File: config.mk
export PLATFORM = sky130hd
export DESIGN_NAME = pbp_update_gen
export DESIGN_NICKNAME = d
export VERILOG_FILES = /design/src/rtl/pbp_update_gen.sv
export SDC_FILE = /design/constraint.sdc
export NUM_CORES = 1
export LEC_CHECK = 0
export CAP_MARGIN = 10
export CORE_MARGIN = 8
export CORE_UTILIZATION = 50
export DETAILED_ROUTE_END_ITERATION = 8
export GPL_TIMING_DRIVEN = 0
export PLACE_DENSITY = 0.7
export SYNTH_ARGS = -nofsm -noshare
export SYNTH_HDL_FRONTEND = slang
export SYNTH_SLANG_ARGS = --single-unit
File: constraint.sdc
create_clock -name clk_i -period 17.1 [get_ports clk_i]
set_input_delay 3.42 -clock clk_i [delete_from_list [all_inputs] [get_ports clk_i]]
set_output_delay 3.42 -clock clk_i [all_outputs]
set_load 0.03 [all_outputs]
File: src/rtl/pbp_update_gen.sv
// Perceptron predictor update generator.
// Keeps an in-order queue of prediction records issued by the frontend and
// pairs each branch-unit resolution with the oldest record. A match produces
// a registered one-cycle training update for the predictor. A resolution that
// finds no matching head produces an orphan pulse instead.
module pbp_update_gen #(
    parameter int DEPTH      = 8,
    parameter int GHR_LENGTH = 10,
    parameter int OUT_W      = 16,
    parameter int THETA      = 20,
    parameter int VLEN       = 64
) (
    input  logic                        clk_i,
    input  logic                        rst_i,
    input  logic                        flush_i,
    input  logic                        debug_mode_i,
    input  logic                        pred_valid_i,
    output logic                        pred_ready_o,
    input  logic [VLEN-1:0]             pred_pc_i,
    input  logic                        pred_taken_i,
    input  logic [OUT_W-1:0]            pred_outcome_i,
    input  logic [GHR_LENGTH-1:0]       pred_ghr_i,
    input  logic                        res_valid_i,
    input  logic [VLEN-1:0]             res_pc_i,
    input  logic                        res_taken_i,
    output logic                        upd_valid_o,
    output logic [VLEN-1:0]             upd_pc_o,
    output logic                        upd_taken_o,
    output logic                        upd_mispredict_o,
    output logic                        upd_train_o,
    output logic [GHR_LENGTH-1:0]       upd_ghr_o,
    output logic                        res_orphan_o,
    output logic [$clog2(DEPTH):0]      count_o
);

    localparam int PW = $clog2(DEPTH);
    localparam int CW = PW + 1;
    localparam logic [OUT_W-1:0] THETA_V   = OUT_W'(THETA);
    localparam logic [OUT_W-1:0] OUT_MIN   = {1'b1, {(OUT_W-1){1'b0}}};
    localparam logic [OUT_W-1:0] OUT_MAX   = {1'b0, {(OUT_W-1){1'b1}}};

    logic [VLEN-1:0]       pc_mem      [DEPTH];
    logic                  taken_mem   [DEPTH];
    logic [OUT_W-1:0]      outcome_mem [DEPTH];
    logic [GHR_LENGTH-1:0] ghr_mem     [DEPTH];

    logic [PW-1:0] rd_ptr_q;
    logic [PW-1:0] wr_ptr_q;
    logic [CW-1:0] count_q;

    logic                  full;
    logic                  empty;
    logic                  push;
    logic                  head_match;
    logic                  resolve;
    logic                  orphan;
    logic                  desync;
    logic [VLEN-1:0]       head_pc;
    logic                  head_taken;
    logic [OUT_W-1:0]      head_outcome;
    logic [GHR_LENGTH-1:0] head_ghr;
    logic [OUT_W-1:0]      head_mag;
    logic                  head_mispredict;
    logic                  head_train;

    assign full    = (count_q == CW'(DEPTH));
    assign empty   = (count_q == '0);

    // Readiness comes only from the registered count; a pop in the same cycle
    // does not make room for a push.
    assign pred_ready_o = !full && !rst_i;
    assign push         = pred_valid_i && pred_ready_o && !flush_i;

    assign head_pc      = pc_mem[rd_ptr_q];
    assign head_taken   = taken_mem[rd_ptr_q];
    assign head_outcome = outcome_mem[rd_ptr_q];
    assign head_ghr     = ghr_mem[rd_ptr_q];

    assign head_match = !empty && (head_pc == res_pc_i);
    assign resolve    = res_valid_i && head_match;
    assign orphan     = res_valid_i && !head_match;
    // A resolution that disagrees with a live head means the queue has lost
    // sync with the branch unit, so everything queued is thrown away.
    assign desync     = res_valid_i && !empty && !head_match;

    assign count_o = count_q;

    // Magnitude of the perceptron sum; the most negative value saturates so
    // it can never fall under the training threshold.
    always_comb begin
        head_mag = head_outcome;
        if (head_outcome[OUT_W-1]) begin
            if (head_outcome == OUT_MIN) begin
                head_mag = OUT_MAX;
            end else begin
                head_mag = -head_outcome;
            end
        end
    end

    assign head_mispredict = head_taken ^ res_taken_i;
    assign head_train      = head_mispredict || (head_mag <= THETA_V);

    // Record storage; contents need no reset because validity is tracked by count.
    always_ff @(posedge clk_i) begin
        if (push) begin
            pc_mem[wr_ptr_q]      <= pred_pc_i;
            taken_mem[wr_ptr_q]   <= pred_taken_i;
            outcome_mem[wr_ptr_q] <= pred_outcome_i;
            ghr_mem[wr_ptr_q]     <= pred_ghr_i;
        end
    end

    // Queue pointers and occupancy.
    always_ff @(posedge clk_i) begin
        if (rst_i) begin
            rd_ptr_q <= '0;
            wr_ptr_q <= '0;
            count_q  <= '0;
        end else if (flush_i || desync) begin
            // Any push this cycle is dropped, so the current write pointer
            // marks the new empty position.
            rd_ptr_q <= wr_ptr_q;
            count_q  <= '0;
        end else begin
            if (push) begin
                wr_ptr_q <= wr_ptr_q + PW'(1);
            end
            if (resolve) begin
                rd_ptr_q <= rd_ptr_q + PW'(1);
            end
            case ({push, resolve})
                2'b10:   count_q <= count_q + CW'(1);
                2'b01:   count_q <= count_q - CW'(1);
                default: count_q <= count_q;
            endcase
        end
    end

    // Registered update and orphan outputs, one cycle after the resolution.
    always_ff @(posedge clk_i) begin
        if (rst_i) begin
            upd_valid_o      <= 1'b0;
            upd_pc_o         <= '0;
            upd_taken_o      <= 1'b0;
            upd_mispredict_o <= 1'b0;
            upd_train_o      <= 1'b0;
            upd_ghr_o        <= '0;
            res_orphan_o     <= 1'b0;
        end else begin
            upd_valid_o  <= resolve && !debug_mode_i;
            res_orphan_o <= orphan;
            if (resolve) begin
                upd_pc_o         <= head_pc;
                upd_taken_o      <= res_taken_i;
                upd_mispredict_o <= head_mispredict;
                upd_train_o      <= head_train;
                upd_ghr_o        <= head_ghr;
            end
        end
    end

endmodule

* Word level (Yosys, flattened, before mapping)
Memory sizes are Yosys's and may differ from the RTL's. A register that Yosys moved wholly into a read port is not among the register bits.
Cells that the tools add are included.
** Operators by class
- $add $sub $neg :: 5
- Magnitude comparators :: 1
- Equality and inequality tests :: 5
- Muxes and demuxes :: 13
- Bitwise logic cells :: 2
- Reductions and logical operators :: 22
** Operators by type and width (number)
- 64-bit equality test :: 1
- 16-bit 2-to-1 mux :: 2
- 3-bit 2-to-1 mux :: 8
- 16-bit equality test (second input constant) :: 1
- 16-bit by 5-bit less-or-equal comparator with 1-bit output (second input constant) :: 1
- 16-bit negator :: 1
- 1-bit logical AND :: 9
- 4-bit case mux with 2 select lines :: 1
- 3-bit by 1-bit adder with 3-bit output (second input constant) :: 2
- 1-bit zero test :: 6
- 4-bit by 1-bit adder with 4-bit output (second input constant) :: 1
- 4-bit equality test (second input constant) :: 1
- 4-bit zero test :: 1
- 2-bit nonzero test :: 2
- 4-bit by 1-bit subtractor with 4-bit output (second input constant) :: 1
- 2-bit by 1-bit equality test with 1-bit output (second input constant) :: 1
- 2-bit equality test (second input constant) :: 1
- 1-bit logical OR :: 2
- 1-bit 2-to-1 mux :: 2
- 2-bit AND reduction :: 1
- 2-bit OR reduction :: 1
- 1-bit inverter :: 1
- 1-bit XOR :: 1
** Storage, ports and cells
- Register bits :: 79
- Bits in writable memories :: 728
- Output and inout port bits :: 84
- Word-level logic and storage cells :: 61
- Memories :: 4
** Memory list
- pc_mem :: depth 8, bits a word 64, rd ports 1, clocked after memory_dff 1, write ports 1, line 42 : logic [VLEN-1:0] pc_mem [DEPTH];
- outcome_mem :: depth 8, bits a word 16, rd ports 1, clocked after memory_dff 1, write ports 1, line 44 : logic [OUT_W-1:0] outcome_mem [DEPTH];
- ghr_mem :: depth 8, bits a word 10, rd ports 1, clocked after memory_dff 1, write ports 1, line 45 : logic [GHR_LENGTH-1:0] ghr_mem [DEPTH];
- taken_mem :: depth 8, bits a word 1, rd ports 1, clocked after memory_dff 1, write ports 1, line 43 : logic taken_mem [DEPTH];

* Longest topological paths before layout
Gate-level depths: netlist of the first run.
- Word-level depth :: 9
- Mapped depth :: 20
- Mapped depth without buffers :: 15

* Least setup slack after synthesis of the first run
No wires, ideal clock.
- Kind :: input to register
- From :: in rst_i
- To :: mem ghr_mem[2][0], enable pin
- Arrival :: 13.991 ns
- Data required time :: 16.303 ns
- Setup slack :: 2.312 ns
- Stages on the path :: 6
- Path through :: clkbuf_1 -> a21oi_1 -> and3b_1 -> clkbuf_1 -> inv_1 -> nor4b_1
** Between the ends
- Cells in the longest elaborated chain, start to end :: 6
** RTL lines
- start: declaration :: line 14 : input logic rst_i,
- 1-bit zero test :: line 71 : assign pred_ready_o = !full && !rst_i;
- 1-bit logical AND :: line 71
- net pred_ready_o :: line 18 : output logic pred_ready_o,
- 1-bit logical AND (2 in series) :: line 72 : assign push = pred_valid_i && pred_ready_o && !flush_i;
- 1-bit 2-to-1 mux :: line 106 : if (push) begin
- 1-bit 2-to-1 mux (not written as such) :: line 110 : ghr_mem[wr_ptr_q] <= pred_ghr_i;
- end: declaration :: line 45
The timed path passes the listed nets, and every way through them passes these cells.

* Worst setup path after layout of the first run
- From :: in rst_i
- To :: out pred_ready_o
** Between the ends
- Cells in the longest elaborated chain, start to end :: 2
** RTL lines (line)
- 1-bit zero test :: 71
- 1-bit logical AND :: 71
- end: declaration :: 18
No other way between the ends.

==> results of run 1 <==
==> critical path, delay by kind of cell <==
kind                   cells  cell delay, ns
AOI/OAI and AO/OA          1            0.11
buffers and inverters      2            1.17
==> layer usage <==
metal	global-route usage, %	wire, um
met4	6.99	2460
met5	0	78
met1	32.9	37000
met3	8.19	10000
met2	38.4	42800
==> cell usage in the layout, fill, tap and decap left out, types with 13 or more instances in the layout <==
cell type        Yosys  routed
nand2_1             46      46
mux4_2             132     132
edfxtp_1           728     728
inv_1               16      16
o22ai_1             38      38
nor3_1              31      28
clkbuf_16            0      86
mux2_2              75      75
a21oi_1             27      27
xor2_1              32      32
clkdlybuf4s50_1      0     244
a211oi_1            53      53
clkbuf_1            22      44
nand3_1             18      18
buf_4               15      62
nor2_1             114     113
mux2i_1            106     106
o21ai_0             28      28
nand4_1             15      15
or3_1               13      13
buf_2               28      28
dfxtp_1             92      92
buf_6                9      57
==> cell type report <==
| cell class | count | share of cell area [%] |
|---|---|---|
| sequential | 820 | 59.1 |
| multi-input combinational | 880 | 21.0 |
| timing repair buffer | 350 | 8.78 |
| inverter | 18 | 0.168 |
| antenna | 7 | 0.0437 |
| tap | 855 | 2.67 |
| clock buffer | 113 | 5.74 |
| buffer | 84 | 1.18 |
| clock inverter | 40 | 1.34 |
==> power by group <==
| part | total, mW | internal [mW] | switching, mW |
|---|---|---|---|
| sequential | 2.19 | 2.19 | 0.00401 |
| clock | 1.89 | 1.13 | 0.758 |
| combinational | 0.306 | 0.126 | 0.179 |
==> state kept, by name, summed over array words and instances, names as in the netlist, named ones only <==
| name | cells |
|---|---|
| wr_ptr_q | 3 |
| rd_ptr_q | 3 |
| upd_valid_o | 1 |
| pc_mem | 512 |
| taken_mem | 8 |
| upd_train_o | 1 |
| upd_mispredict_o | 1 |
| outcome_mem | 128 |
| upd_pc_o | 64 |
| count_o | 4 |
| upd_ghr_o | 10 |
| ghr_mem | 80 |
| res_orphan_o | 1 |
| upd_taken_o | 1 |
==> final timing paths <==
check                                 start            to  slack (ns)  depth (start not counted)
worst max register to register    flip-flop    count_o[3]        9.98                         19
worst max-delay path                  rst_i  pred_ready_o        8.97                          3
worst min register to register  upd_pc_o[3]   upd_pc_o[3]        0.46                          2
worst min-delay path            upd_pc_o[3]   upd_pc_o[3]        0.46                          2
==> per-stage QoR <==
step | TNS [ns] | total power [mW] | setup slack, ns | utilization, % | hold WS, ns
detailed placement | 0 | 2.54 | 8.99 | 57.8 | 0.449
global placement | -2714.70 | 2.53 | -8.62 | 56.1 | 0.445
CTS | 0 | 4.40 | 8.97 | 62.2 | 0.457
global route | 0 | 4.50 | 8.91 | 62.2 | 0.475
finish | 0 | 4.39 | 8.97 | 62.2 | 0.458
floorplan | 0 | 2.40 | 2.31 | - | 0.555
==> kinds of logic (layout without fill, tap and decap cells) <==
family                   count (synthesis)  count (layout)
buffers and inverters                  102             605
AND/OR/NAND/NOR                        309             309
other                                    0               7
flip-flops                             820             820
XOR/XNOR                                41              41
multiplexers                           320             320
AO/OA/AOI/OAI                          203             203
adder cells (fa/ha/maj)                  7               7
==> flow_summary.toml, run 1 <==
[setup_path]
worst_ep_arrival_time_ns = 4.71
slowest_delay_ns = 0.63
end_kind = "output port"
slowest_stage = "clkdlybuf4s50_1"
worstPathRequired_ns = 13.68
worstPathMaxFanout = 8
startpoint_type = "input port"
path_cells = "clkbuf_1 > a21oi_1 > clkdlybuf4s50_1"
worstSetupPathType = "input port to output port"

[yosys]
synth_area_leader_cell = "edfxtp_1"
yosys.area.top_type_share_pct = 67.0
synth_area_leaders = "edfxtp_1 (67%), mux4_2 (9.1%), dfxtp_1 (5.6%)"
yosys.area_share.simple_pct = 4.84
syn_area_per_cell_sq_um = 18.1
synthXorXnorAreaFrac_pct = 1.10
synth_flop_cell = "edfxtp_1"
synth_top_family_by_area = "multiplexers"
ys_ff_latch = 820
synthTopCellsByCount = "edfxtp_1 (728), mux4_2 (132), nor2_1 (114)"
synth_nets = 1971
synthArstFlopShare_pct = 0
synthAdderAreaFrac_pct = 0.291
synthMuxAreaShare_pct = 15.2
yosysSeqAreaShare_pct = 72.7
syn_inst = 1802
synth.most_common_cell = "edfxtp_1"
syn_area_sq_um = 32600
synth_compound_area_share_pct = 4.23
yosys_warnings = 0
ys_types = 72
synth_edf_count = 728

[placed_design]
dp_hpwl_mm = 67.3
gp_congestion = 0.915
place_inst = 3007
io_buffers = 244
place_area_sq_um = 37300

[drt]
vias = 19200
finalWirelength_mm = 92.3
drtPass1Iterations = 5
drt_iter0_markers = 2260
vias_per_cell = 6.05
antenna_left = 0
wl_per_cell_um = 29.2
drc = 0

[clock_tree]
postCtsSetupRepairBufs = 0
ctsRootBufferMaster = "clkbuf_16"
cts_hold_buf = 0
cts_tree = "done"
clk_latency_ns = 0.64
cts_buffers = 82
clock_sinks = 820
cts.clk_slew.worst_paths_ns = 0.06
h-tree-depth = 3
clockBufferDepth = 3
ctsResizeCount = 0

[sta]
hold_violations = 0
tightest_slew_ns = 1.21
fin_crit_sh_pct = 47.5
max-slew-margin-rel_pct = 18.9
setup_viol = 0
max_freq_ghz = 0.123
rsz0062_at_grt = "false"
final.min_clock_period_ns = 8.13
final_max_slew_viol_count = 0
clock_skew_ns = 0.0353

[outcome]
status = "finished clean"

[die]
core_sq_um = 64500
num_rows = 93
die_w_um = 271
die_h_um = 271
start_util_pct = 50.6
design.die.area_sq_um = 73700
pin_count = 246

[finish]
regArea_sq_um = 23700
stdcell_count = 3167
syn2layout_area_growth_pct = 23.0
nFillCells = 4585
drive_above_1_share_pct = 22.2
multiInputGateArea_sq_um = 8430
final_nets = 2405
design_area_sq_um = 40100

[global_route]
grt_pass1_wl_mm = 133
overflow = 0
antenna_found_initial = 12
grt_usage_pct = 24.6
grt_start_max_net_pins = 24
grt_pass1_vias = 19300

[job]
drv_cap = 0

[hold_path]
hold_class = "flip-flop to flip-flop"

[power_and_ir_drop]
p_per_area_nw_per_um2 = 109
irDropWorstVdd_mv = 0.0634
p_leak_nw = 13.3
No activity file was read; power rests on OpenSTA's default activity.
==> inputs of run 2 (changes only) <==
Clock period 17.1 ns to 8.1 ns, I/O delays scaled along.
==> flow_summary.toml, run 2 (synthesis gave the netlist of run 1 again) <==
[drt]
vias_per_cell = 6.08
drtPass1Iterations = 5
antenna_left = 0
wl_per_cell_um = 29.5
vias = 19100
finalWirelength_mm = 92.6
drt_iter0_markers = 2062
drc = 0

[finish]
top_register = "pc_mem"
final_nets = 2376
multiInputGateArea_sq_um = 8470
layout_common_cells = "edfxtp_1 (728), clkdlybuf4s50_1 (244), mux4_2 (132)"
post-route-util_pct = 62.4
largest_reg_flops = 512
regArea_sq_um = 23700
drive_above_1_share_pct = 21.2
top_regs = "pc_mem x512, outcome_mem x128, ghr_mem x80"
nFillCells = 4496
syn2layout_area_growth_pct = 23.3
mostFrequentLayoutCell = "edfxtp_1"

[die]
start_util_pct = 50.6
pin_count = 246
core_sq_um = 64500
die_w_um = 271
die_h_um = 271
num_rows = 93
design.die.area_sq_um = 73700

[clock_tree]
cts_buffers = 82
cts.clk_slew.worst_paths_ns = 0.06
cts_tree = "done"
clk_latency_ns = 0.63
postCtsSetupRepairBufs = 0
ctsResizeCount = 0
h-tree-depth = 3
cts_hold_buf = 0
clockBufferDepth = 3
ctsRootBufferMaster = "clkbuf_16"
clock_sinks = 820

[setup_path]
worstRegToRegCells = 19
rr_endpoint = "count_o[3]"
end_kind = "flip-flop"
worstPathRequired_ns = 8.57
startpoint_type = "flip-flop"
worstPathMaxFanout = 10
regToRegSetupSlack_ns = 0.98
worst_ep_arrival_time_ns = 7.59
worstSetupPathType = "flip-flop to flip-flop"

[power_and_ir_drop]
irDropWorstVdd_mv = 0.151
p_leak_nw = 13.2
p_per_area_nw_per_um2 = 229
p_total_mw = 9.22

[global_route]
grt_usage_pct = 24.6
antenna_found_initial = 23
overflow = 0
grt_pass1_vias = 19300
grt_start_max_net_pins = 22
grt_pass1_wl_mm = 133

[sta]
setup_viol = 0
hold_violations = 0
layout_setup_ws_ns = 0.976
fin_crit_sh_pct = 88.0
tightest_slew_ns = 1.19
final_max_slew_viol_count = 0
max-slew-margin-rel_pct = 20.4
final.min_clock_period_ns = 7.12
tns_ns = 0
max_freq_ghz = 0.140
rsz0062_at_grt = "false"
clock_skew_ns = 0.0192

[outcome]
status = "finished clean"

[placed_design]
io_buffers = 244
gp_congestion = 0.895
dp_hpwl_mm = 67.0
post-place-ws_ns = 1.33

[hold_path]
holdPathEnd = "upd_pc_o[5]"
worst_hold_path.num_cells = 2
hold_class = "flip-flop to flip-flop"
hp-start = "upd_pc_o[5]"

[job]
drv_cap = 0
[run 2: changes by cell type in the layout (fill, tap and decap cells not counted), sizes merged]
cell / before / now
bufinv: 12 / 14
diode: 7 / 8
clkinvlp: 4 / 6
clkinv: 20 / 26
clkbuf: 135 / 125
inv: 22 / 19
buf: 168 / 139
[run 2: worst max path at each step]
stage | end | cells past startpoint | from
after detailed placement | count_o[3] | 19 | flip-flop
after CTS | count_o[3] | 19 | flip-flop
final | count_o[3] | 19 | flip-flop
after global placement | pc_mem[4][22] | 6 | rst_i
after global routing | count_o[3] | 19 | flip-flop
after floorplan | ghr_mem[4][0] | 6 | rst_i
[run 2: worst max-delay path, stage by stage (launching register included)]
cell and delay, ns:
dfxtp_1 0.46, buf_2 0.31, buf_2 0.39, buf_2 0.39
clkbuf_1 0.56, mux4_2 0.40, mux2i_1 0.62, xor2_1 0.63
nand4_1 0.15, nor2_1 0.29, nand4_1 0.35, nor3_2 1.05
ha_1 0.36, ha_1 0.25, a21o_1 0.18, a21oi_1 0.16
xnor2_1 0.13, nor2_1 0.07, xnor2_1 0.14, nor3_1 0.06
[run 2: layer usage]
layer	global-route usage (%)	share of wire, %	vias up
met4	8.51	3.0	26
met3	8.30	11	203
met5	0	0.17	-
li1	-	-	8118
met2	38.4	47	1036
met1	32.2	39	9674
[run 2: through the flow]
step / hold slack, ns / cell area [sq um] / instances
floorplan: 0.555 / 32700 / 1802
global placement: 0.446 / 36200 / 2901
detailed placement: 0.452 / 37400 / 2978
CTS: 0.460 / 40200 / 3128
global route: 0.476 / 40200 / 3133
finish: 0.461 / 40200 / 3136
[run 2: final cells by class]
type / instances / area share (%)
timing repair buffer: 321 / 9.03
clock buffer: 103 / 5.48
sequential: 820 / 58.9
inverter: 18 / 0.168
antenna: 8 / 0.0497
buffer: 84 / 1.18
clock inverter: 47 / 1.50
multi-input combinational: 880 / 21.0
tap: 855 / 2.66
[run 2: where the power goes]
group / leakage, nW / switching (mW) / total, mW / internal (mW)
combinational: 4.56 / 0.379 / 0.646 / 0.267
clock: 1.36 / 1.57 / 3.95 / 2.38
sequential: 7.30 / 0.00855 / 4.63 / 4.62
